--- src/rtl/scsi_port_arb.sv ---
// SCSI port arbiter: one grant at a time (CPU or DMA), bounded DMA bursts, round-robin fairness.
// Optional watchdog is built only when ARB_WATCHDOG_EN is defined.
module scsi_port_arb #(
    parameter int MAXBURST   = 4,
    parameter int WDT_CYCLES = 255
) (
    input  logic       CPUCLK,
    input  logic       RESET,
    input  logic       CPUREQ,
    input  logic       DREQ_,
    input  logic       DMAENA,
    input  logic       DMADIR,
    input  logic       FIFOFULL,
    input  logic       FIFOEMPTY,
    input  logic       CYCDONE,
    output logic       CPUGNT,
    output logic       DMAGNT,
    output logic       GNTDIR,
    output logic [3:0] BURST,
    output logic       BUSY,
    output logic       TIMEOUT,
    output logic [1:0] dbg_state
);

    // Handshake: CPUREQ/DMAOK are levels held until served; a grant is released only
    // by a CYCDONE pulse (or the watchdog), and every release passes through GAP.
    typedef enum logic [1:0] {S_IDLE, S_CPU, S_DMA, S_GAP} state_t;

    localparam logic [4:0] MAXB = 5'(MAXBURST);

    state_t     state_q, state_d;
    logic       lastcpu_q, lastcpu_d;
    logic       gntdir_q, gntdir_d;
    logic [3:0] burst_q, burst_d;
    logic       cpugnt_q, cpugnt_d;
    logic       dmagnt_q, dmagnt_d;
    logic       busy_q, busy_d;
    logic       timeout_q, timeout_d;
    logic       dmaok;
    logic [4:0] burst_next;
    logic       limit_hit;
    logic       wdt_fire;

    assign dmaok      = DMAENA & ~DREQ_ & (DMADIR ? ~FIFOEMPTY : ~FIFOFULL);
    assign burst_next = {1'b0, burst_q} + 5'd1;
    assign limit_hit  = CPUREQ & (burst_next >= MAXB);

`ifdef ARB_WATCHDOG_EN
    localparam int WDT_W = ($clog2(WDT_CYCLES + 1) > 8) ? $clog2(WDT_CYCLES + 1) : 8;
    localparam logic [WDT_W-1:0] WDT_LAST = WDT_W'(WDT_CYCLES - 1);

    logic [WDT_W-1:0] wdt_q, wdt_d;
    logic             in_grant;

    assign in_grant = (state_q == S_CPU) || (state_q == S_DMA);
    assign wdt_fire = in_grant && !CYCDONE && (wdt_q == WDT_LAST);

    // Clearing in IDLE covers every grant entry, since grants are only entered from IDLE.
    always_comb begin
        wdt_d = wdt_q;
        if (CYCDONE || state_q == S_IDLE) begin
            wdt_d = '0;
        end else if (in_grant) begin
            wdt_d = wdt_q + 1'b1;
        end
    end

    always_ff @(posedge CPUCLK or posedge RESET) begin
        if (RESET) begin
            wdt_q <= '0;
        end else begin
            wdt_q <= wdt_d;
        end
    end
`else
    // No watchdog: grants wait for CYCDONE forever; WDT_CYCLES has no effect here.
    assign wdt_fire = 1'b0 & (WDT_CYCLES == 0);
`endif

    always_comb begin
        state_d   = state_q;
        lastcpu_d = lastcpu_q;
        gntdir_d  = gntdir_q;
        burst_d   = burst_q;
        timeout_d = 1'b0;
        case (state_q)
            S_IDLE: begin
                // On contention the requester not served last wins.
                if (CPUREQ && (!dmaok || !lastcpu_q)) begin
                    state_d   = S_CPU;
                    lastcpu_d = 1'b1;
                end else if (dmaok) begin
                    state_d   = S_DMA;
                    lastcpu_d = 1'b0;
                    burst_d   = 4'd0;
                    gntdir_d  = DMADIR;
                end
            end
            S_CPU: begin
                if (CYCDONE) begin
                    state_d = S_GAP;
                end else if (wdt_fire) begin
                    state_d   = S_GAP;
                    timeout_d = 1'b1;
                end
            end
            S_DMA: begin
                if (CYCDONE) begin
                    burst_d = (burst_q == 4'd15) ? 4'd15 : burst_next[3:0];
                    if (!dmaok || limit_hit) begin
                        state_d = S_GAP;
                    end
                end else if (wdt_fire) begin
                    state_d   = S_GAP;
                    timeout_d = 1'b1;
                end
            end
            default: state_d = S_IDLE;
        endcase
        cpugnt_d = (state_d == S_CPU);
        dmagnt_d = (state_d == S_DMA);
        busy_d   = (state_d != S_IDLE);
    end

    always_ff @(posedge CPUCLK or posedge RESET) begin
        if (RESET) begin
            state_q   <= S_IDLE;
            lastcpu_q <= 1'b0;
            gntdir_q  <= 1'b0;
            burst_q   <= 4'd0;
            cpugnt_q  <= 1'b0;
            dmagnt_q  <= 1'b0;
            busy_q    <= 1'b0;
            timeout_q <= 1'b0;
        end else begin
            state_q   <= state_d;
            lastcpu_q <= lastcpu_d;
            gntdir_q  <= gntdir_d;
            burst_q   <= burst_d;
            cpugnt_q  <= cpugnt_d;
            dmagnt_q  <= dmagnt_d;
            busy_q    <= busy_d;
            timeout_q <= timeout_d;
        end
    end

    assign CPUGNT    = cpugnt_q;
    assign DMAGNT    = dmagnt_q;
    assign GNTDIR    = gntdir_q;
    assign BURST     = burst_q;
    assign BUSY      = busy_q;
    assign TIMEOUT   = timeout_q;
    assign dbg_state = state_q;

endmodule

--- config.mk ---
export PLATFORM = sky130hd
export DESIGN_NAME = scsi_port_arb
export DESIGN_NICKNAME = d
export VERILOG_FILES = /design/src/rtl/scsi_port_arb.sv
export SDC_FILE = /design/constraint.sdc
export NUM_CORES = 1
export LEC_CHECK = 0
export ABC_AREA = 1
export CAP_MARGIN = 20
export CELL_PAD_IN_SITES_DETAIL_PLACEMENT = 1
export CELL_PAD_IN_SITES_GLOBAL_PLACEMENT = 1
export CORE_UTILIZATION = 30
export CTS_BUF_LIST = sky130_fd_sc_hd__clkbuf_2 sky130_fd_sc_hd__clkbuf_4 sky130_fd_sc_hd__clkbuf_8
export CTS_CLUSTER_DIAMETER = 80
export DETAILED_ROUTE_END_ITERATION = 16
export PLACE_DENSITY = 0.71
export SLEW_MARGIN = 5
export SYNTH_ARGS = -nofsm -noshare
export SYNTH_HDL_FRONTEND = slang
export SYNTH_SLANG_ARGS = --single-unit
--- constraint.sdc ---
create_clock -name CPUCLK -period 4.8 [get_ports CPUCLK]
set_clock_uncertainty 0.2 [all_clocks]
set_input_delay 0.96 -clock CPUCLK [delete_from_list [all_inputs] [get_ports CPUCLK]]
set_output_delay 0.96 -clock CPUCLK [all_outputs]
set_load 0.02 [all_outputs]
* Yosys cells after proc, flatten, opt, wreduce, memory -nomap -nowiden
Cells that the tools add are included.
** Storage, ports and cells
- Register bits :: 11
- Output and inout bits :: 11
** Operators by class
- Muxes and demuxes :: 14
- Equality and inequality tests :: 8
- $lt $le $gt $ge :: 1
- Bitwise logic cells :: 7
- Reduce and logical (&&, ||, !) cells :: 12
- Add/sub/neg operators :: 1
** Operators with widths (number)
- 4-bit 2-to-1 mux :: 4
- 2-bit 2-to-1 mux :: 5
- 4-bit one-hot mux with 2 select lines :: 1
- 2-bit inequality test, second input constant :: 3
- 2-bit one-hot mux with 3 select lines :: 1
- 2-bit nonzero test :: 3
- 4-bit by 1-bit adder with 5-bit output, second input constant :: 1
- 5-bit by 3-bit greater-or-equal comparator with 1-bit output, second input constant :: 1
- 2-bit by 1-bit equality test with 1-bit output, second input constant :: 2
- 2-bit equality test, second input constant :: 2
- 4-bit equality test, second input constant :: 1
- 1-bit inverter :: 4
- 4-bit AND reduction :: 1
- 1-bit bitwise AND :: 3
- 1-bit 2-to-1 mux :: 3
- 3-bit AND reduction :: 1
- 1-bit logical NOT :: 2
- 2-bit logical NOT :: 1
- 1-bit logical OR :: 2
- 2-bit AND reduction :: 1
- 1-bit logical AND :: 1

* Logic depth before layout (Yosys ltp)
Gate-level depths: netlist of the first run.
- Depth after elaboration :: 9
- Depth in mapped cells :: 11
- Mapped depth without buffers :: 11

* Least setup slack after synthesis of the first run
No wires, ideal clock.
- Kind :: input to register
- Start point :: input port DMAENA
- End point :: register burst_q[1] (netlist: BURST[1])
- Data required time :: 4.477 ns
- Arrival :: 1.609 ns
- Library setup time :: 0.123 ns
- Cell stages on the path :: 9
- Path slack :: 2.867 ns
- Path through :: inv_1 -> nor2_1 -> nand4_1 -> nand3_1 -> nand2_1 -> inv_1 -> nand2_2 -> nand2_1 -> o21ai_1
** Between the ends
- Word-level cells in the longest chain between the ends :: 7
** RTL lines
- start, declared :: line 11 : input logic DMAENA,
- 1-bit bitwise AND (*) (2 in a row) :: line 44 : assign dmaok = DMAENA & ~DREQ_ & (DMADIR ? ~FIFOEMPTY : ~FIFOFULL);
- 1-bit logical NOT :: line 89 : if (CPUREQ && (!dmaok || !lastcpu_q)) begin
- 1-bit logical OR :: line 89
- 1-bit logical AND :: line 89
- 2-bit inequality test (no source line)
- 4-bit AND reduction (no source line) (*)
- end signal, assigned :: line 139 : burst_q <= burst_d;
- end, declared :: line 34 : logic [3:0] burst_q, burst_d;
Every way passes the cells marked *; elsewhere a longest branch is shown, timed or not.
A chain may end at the register's enable or synchronous reset.

* Worst setup path in the final report of the first run
- Start point :: register state_q[0] (netlist: dbg_state[0])
- End point :: output port dbg_state[0]
** RTL lines
- start, declared :: line 31 : state_t state_q, state_d;
- start signal, assigned :: line 136 : state_q <= state_d;
- end, declared :: line 22 : output logic [1:0] dbg_state
No word-level cell between the ends.

==> results.md, run 1 <==
* Row cnt at 16
* Final Hold Fails at 0
* Layout cells sized above 1 at 0.2039
* Worst path required time at between 3 and 4 ns
* Yosys reg bits at 11
* Clock transition at the registers of the reported paths at ~0.070 ns
* Final setup fails at 0
* Slowest CP cell: clkdlybuf4s50_1
* Post-Syn Area per Cell at around 7.9 um^2
* ANT nets after route at 0
* Slew Limit Fails at 0
* Buffers on Ports at 18
* CP cell instances: clkdlybuf4s50_1
* Sequential cell area fraction in the yosys report at 0.4223
* Worst reg2reg path depth at 11
* ANT cells at 0
* Final Cycle Share at 0.5279
* DRC at 0
* Critical path data arrival time at 1.37 ns
* Critical path launch point type: flip-flop
* Setup slack after layout at about 2.3 ns
* Post CTS Setup Buffer Count at 0
* Cell taking the most area after synthesis: dfrtp_1
* CP bufs+invs at 1
* Crit. End Element: output pin
* GPL Wtd Cong at between 0.7 and 0.8
* Yosys warns at 0
* WL/cell at just under 10 um
* Stages on the worst setup path at 1
* Crit-path leading delay family: buffers and inverters
* Hold_buf cts at 0
* Die extent in y at 48.62 um
* Core area at roughly 2000 um^2
* Vias per std cell at 4.369
* Drt total wl at around 1.3 mm
* Initial DRC count at 4
* Clock latency on the worst-skew pair at around 0.27 ns
* Design Power at roughly 0.00043 W
* IO Pins at 20
* Filler cells at approximately 260
* Setup CP Type: flip-flop to output pin
* RSZ-0062 raised after global routing: no
* Max VDD drop at 0.3333 mV
* Post-synthesis net count at 93
* Post-Syn Area at 651.9 um^2
* Initial antenna violation count at 0
* NumNets Final at roughly 120
* Post-CTS Resized at 0
* GR Overflow Total at 0
* Min cycle time layout at 2.534 ns
* CTS Sinks at 11
* CTS tree: yes
* Status: finished clean
* Pleak at between 0.4 and 0.5 nW
* Netlist cell types at 20
* Number of buffers created by CTS at 3
* GRT Util Overall at 0.1282
* Die width at approximately 49 um
* Bufs on Longest Clock Path at 2
* Area Overhead vs Synth at 35.89%
* Initial Util at 0.3256
* H-tree Lvls at 1
* Post-synth top area share at 0.4223
* Post-Place Setup Slack at about 2.2 ns
* Worst path max stage delay at 0.65 ns
* Total number of vias at ~570
* Pwr dens at between 400 and 500 nW/um^2
* Vias in the first global route at between 500 and 600
* Mapped Cells at about 80
* FMAX at slightly below 400 MHz
* Largest net degree at the start of global routing at 12
* Root Buffer: clkbuf_4
* TritonRoute pass-1 iters at 2
* Largest cells by area after synthesis: dfrtp_1 42%, nand2_1 12%, inv_1 6.9%
* Max Cap Viol at 0
* TNS Setup at 0 ns
* HPWL Detailed at 1.087 mm
* Hold WS at roughly 0.30 ns
* First-pass GRT wire length at between 2 and 2.5 mm
* WHS Path Cells at 1
* Die area at roughly 2400 um^2
* Hold Crit Class: flip-flop to flip-flop
* Crit path max fanout at 6
-- layout make-up --
class	instances	area [um^2]	area share
clock buffers	3	22.52	0.02542
clock inverters	1	5.005	0.005650
inverters	14	52.55	0.05932
multi-input cells	56	316.6	0.3573
flip-flops and latches	11	275.3	0.3107
well taps	27	33.78	0.03814
repair buffers	18	180.2	0.2034
-- final timing paths --
check / startpoint / end / slack, ns
setup / recovery: dbg_state[0] / dbg_state[0] / 2.27
hold / removal: lastcpu_q / lastcpu_q / 0.30
setup reg to reg: BURST[0] / BUSY / 3.04
hold reg to reg: lastcpu_q / lastcpu_q / 0.30
max in group asynchronous: RESET / BURST[2] / 3.34
min in group asynchronous: RESET / BUSY / 0.77
-- registers in the layout, summed over array words and instances (netlist names) --
| signal | flops |
|---|---|
| dbg_state | 2 |
| BURST | 4 |
| CPUGNT | 1 |
| lastcpu_q | 1 |
| GNTDIR | 1 |
| BUSY | 1 |
| DMAGNT | 1 |
-- metal layers --
metal | part of all wire | up-vias | wire [um] | track usage
li1 | - | 288 | - | -
met1 | 0.41 | 262 | 516 | 0.1415
met2 | 0.53 | 16 | 659 | 0.2292
met3 | 0.058 | 2 | 72 | 0.05031
met4 | 0.0016 | 0 | 2 | 0.02941
met5 | 0 | - | 0 | 0
-- power by group --
part | internal, W | leakage, nW | switching [W]
clock network | 0.0000308 | 0.0177 | 0.0000311
registers | 0.000124 | 0.138 | 0.0000247
logic | 0.0000915 | 0.263 | 0.000129
total | 0.000246 | 0.419 | 0.000185
-- through the flow --
step | instance area [um^2] | util | cells
detailed placement | 858.3 | 0.4288 | 126
finish | 885.9 | 0.4425 | 130
CTS | 885.9 | 0.4425 | 130
global route | 885.9 | 0.4425 | 130
global placement | 858.3 | 0.4288 | 126
floorplan | 651.9 | - | 82
-- synthesized netlist by cell type --
| master | number |
|---|---|
| nand2_1 | 21 |
| inv_1 | 12 |
| dfrtp_1 | 11 |
| nand2_2 | 5 |
| nor2_2 | 5 |
| o21ai_1 | 5 |
| nor2_1 | 4 |
| nand3_2 | 3 |
| ha_1 | 2 |
| inv_2 | 2 |
| nand3_1 | 2 |
| o21ai_0 | 2 |
| buf_4 | 1 |
| conb_1 | 1 |
| nand4_1 | 1 |
| nor2_4 | 1 |
| nor3_4 | 1 |
| o21a_1 | 1 |
| or2_1 | 1 |
| xnor2_1 | 1 |
-- layout by cell type (no fill, tap or decap), drive strengths merged --
cell / n
nand2: 26
clkdlybuf4s50: 18
inv: 14
dfrtp: 11
nor2: 10
o21ai: 7
nand3: 5
clkbuf: 3
ha: 2
xnor2: 1
nand4: 1
nor3: 1
or2: 1
o21a: 1
conb: 1
clkinv: 1
-- kinds of logic (layout without fill, tap and decap cells) --
group	after synthesis	in the layout	share of synthesized area
buffers and inverters	15	36	0.09213
xor gates and xnor gates	1	1	0.01344
AOI/OAI and AO/OA	8	8	0.06526
adders and majority gates	2	2	0.03838
DFF	11	11	0.4223
and+or+nand+nor	44	44	0.3628
other	1	1	0.005753
(Power assumes the default switching activity.)
==> inputs of run 2 (changes only) <==
clock period = 2.4 ns   (was 4.8 ns; I/O delays follow)
==> run 2 against run 1 <==
Against the previous run:
- clock-buffer cell count stayed put
- total power is 100% higher
- combinational power is 100% higher
- routed wire length is 7.4% higher
- design area stayed put
- global-route usage is 0.86 points higher
- register-to-register slack worse by 2.4 ns
- setup slack worse by 1.9 ns
- cell count stayed put
- clock power is 110% higher
- via count is 0.88% higher
- die area stayed put
- critical endpoint unchanged
- largest power group unchanged
- highest routed layer unchanged
==> results.md, run 2 (same netlist as run 1, synthesis figures left out) <==
* Status: finished clean
* Root Buffer: clkbuf_4
* Die area at 2363 um^2 (unchanged)
* ANT nets after route at 0 (unchanged)
* Register Area at 275.3 um^2 (unchanged)
* IO Pins at 20 (unchanged)
* Clock transition at the registers of the reported paths at 0.08 ns (about the same)
* GR Overflow Total at 0 (unchanged)
* Initial Util at 0.3256 (unchanged)
* Pleak at 0.4195 nW (unchanged)
* Max VDD drop at 0.7266 mV (+120%)
* Non-Filler Instances at 130 (unchanged)
* Crit path max fanout at 6 (unchanged)
* GRT Util Overall at 0.1369 (+0.008638)
* Area Overhead vs Synth at 35.89% (unchanged)
* Met2 Use GR at 0.2407 (+0.01157)
* HPWL Detailed at 1.125 mm (+3.5%)
* Final Cycle Share at 0.8661
* Worst reg2reg path depth at 11 (unchanged)
* Clock share of power at 0.146 (+0.003)
* Vias per std cell at 4.408 (+0.88%)
* Worst path max stage delay at 0.66 ns (about the same)
* Drt total wl at 1.343 mm (+7.4%)
* Final Hold Fails at 0 (unchanged)
* FMAX at approximately 480 MHz
* Crit. End Element: output pin
* Hold Crit Class: input port to asynchronous set/reset pin
* Initial antenna violation count at 0 (unchanged)
* Post CTS Setup Buffer Count at 0 (unchanged)
* Die width at 48.62 um (unchanged)
* Buffers on Ports at 18 (unchanged)
* Die extent in y at 48.62 um (unchanged)
* Met1 usage at 0.1336 (-0.007859)
* Crit Reg-Reg Endpoint: BUSY
* RSZ-0062 raised after global routing: no
* Initial DRC count at 10 (+6)
* Clock latency on the worst-skew pair at 0.28 ns (about the same)
* Commonest cells after routing, fill and taps aside: 21 x nand2_1, 18 x clkdlybuf4s50_1, 12 x inv_1
* Max reg flops at 4 (unchanged)
* Largest net degree at the start of global routing at 12 (unchanged)
* GPL Wtd Cong at 0.7311 (-6.0%)
* Slew Limit Fails at 0 (unchanged)
* Hold_buf cts at 0 (unchanged)
* Net Switching at 0.0003769 W (+100%)
* First-pass GRT wire length at 2.394 mm (+2.4%)
* Final instance area at 885.9 um^2 (unchanged)
* NumNets Final at 115 (unchanged)
* Row cnt at 16 (unchanged)
* Reg-to-reg startpoint: BURST[0]
* Critical path launch point type: flip-flop
* Setup CP Type: flip-flop to output pin
* Cell internal pwr at 0.0004929 W (+100%)
* Crit-path leading delay family: buffers and inverters
* Critical path data arrival time at 1.40 ns (+0.03 ns)
* Max Cap Viol at 0 (unchanged)
* Logic pwr share at 0.509 (-0.003)
* CTS Sinks at 11 (unchanged)
* Switching Share at 0.4333 (+0.004197)
* Core area at 2002 um^2 (unchanged)
* TritonRoute pass-1 iters at 4 (+2)
* Vias in the first global route at 567 (+1.4%)
* Cell Area, Placed at 858.3 um^2 (unchanged)
* Sequential power share at 0.345 (about the same)
* Worst path required time at 1.72 ns (-1.92 ns)
* Final setup fails at 0 (unchanged)
* Multi-input gate area at 316.6 um^2 (unchanged)
* Slowest CP cell: clkdlybuf4s50_1
* Commonest non-fill, non-tap cell in the layout: nand2_1
* TNS Setup at 0 ns (unchanged)
* Filler cells at 251 (-2.0%)
* DP Cell Count at 126 (unchanged)
* Total number of vias at 573 (+0.88%)
* Layout cells sized above 1 at 0.2039 (unchanged)
* CP bufs+invs at 1 (unchanged)
* Reg2reg setup slack at 0.61 ns (-2.43 ns)
* DRC at 0 (unchanged)
* H-tree Lvls at 1 (unchanged)
* Min cycle time layout at 2.079 ns
* Number of buffers created by CTS at 3 (unchanged)
* Pwr dens at 981.9 nW/um^2 (+100%)
* ANT cells at 0 (unchanged)
* CP cell instances: clkdlybuf4s50_1
* Gr busiest metal: met2
* Met3 usage at 0.06918 (+0.01887)
* CTS tree: yes
* WL/cell at 10.33 um (+7.4%)
* Post-CTS Resized at 0 (unchanged)
* Bufs on Longest Clock Path at 2 (unchanged)
==> run 2: cell counts in the layout (fill, tap and decap cells not counted) <==
Identical to the previous run, type by type.
==> run 2: worst max path at each step <==
stage	cells after the start	slack, ns	from	to
after floorplan	11	0.70	BURST[0]	BUSY
after global placement	10	0.36	DMADIR	BURST[1]
after detailed placement	10	0.34	DMADIR	BURST[2]
after CTS	1	0.30	dbg_state[0]	dbg_state[0]
after global routing	1	0.25	dbg_state[0]	dbg_state[0]
final	1	0.32	dbg_state[0]	dbg_state[0]
==> run 2: through the flow <==
| stage | worst slack (ns) | hold WS [ns] | total power (W) | utilization |
|---|---|---|---|---|
| after floorplan | 0.7023 | 0.1324 | 0.0005781 | - |
| after global placement | 0.3571 | 0.2756 | 0.0007421 | 0.4288 |
| after detailed placement | 0.3352 | 0.2837 | 0.0007521 | 0.4288 |
| after CTS | 0.3009 | 0.3003 | 0.0008865 | 0.4425 |
| after global routing | 0.2451 | 0.3145 | 0.0009432 | 0.4425 |
| final | 0.3214 | 0.2904 | 0.0008698 | 0.4425 |
==> run 2: final cells by class <==
cell class,instances,area share
clock inverters,1,0.005650
well taps,27,0.03814
repair buffers,18,0.2034
flip-flops and latches,11,0.3107
inverters,14,0.05932
clock buffers,3,0.02542
multi-input cells,56,0.3573
==> run 2: power groups by stage <==
stage / Combinational (W) / Clock (W) / Sequential, W
2_1_floorplan: 0.000213 / 0 / 0.000365
3_3_place_gp: 0.000440 / 0 / 0.000302
3_5_place_dp: 0.000449 / 0 / 0.000304
4_1_cts: 0.000452 / 0.000133 / 0.000301
5_1_grt: 0.000489 / 0.000145 / 0.000309
6_report: 0.000442 / 0.000127 / 0.000300
==> run 2: per-layer routing <==
layer,vias up,share of wire
met3,3,0.071
met4,0,0.013
li1,290,-
met1,264,0.41
met2,16,0.51
met5,-,0
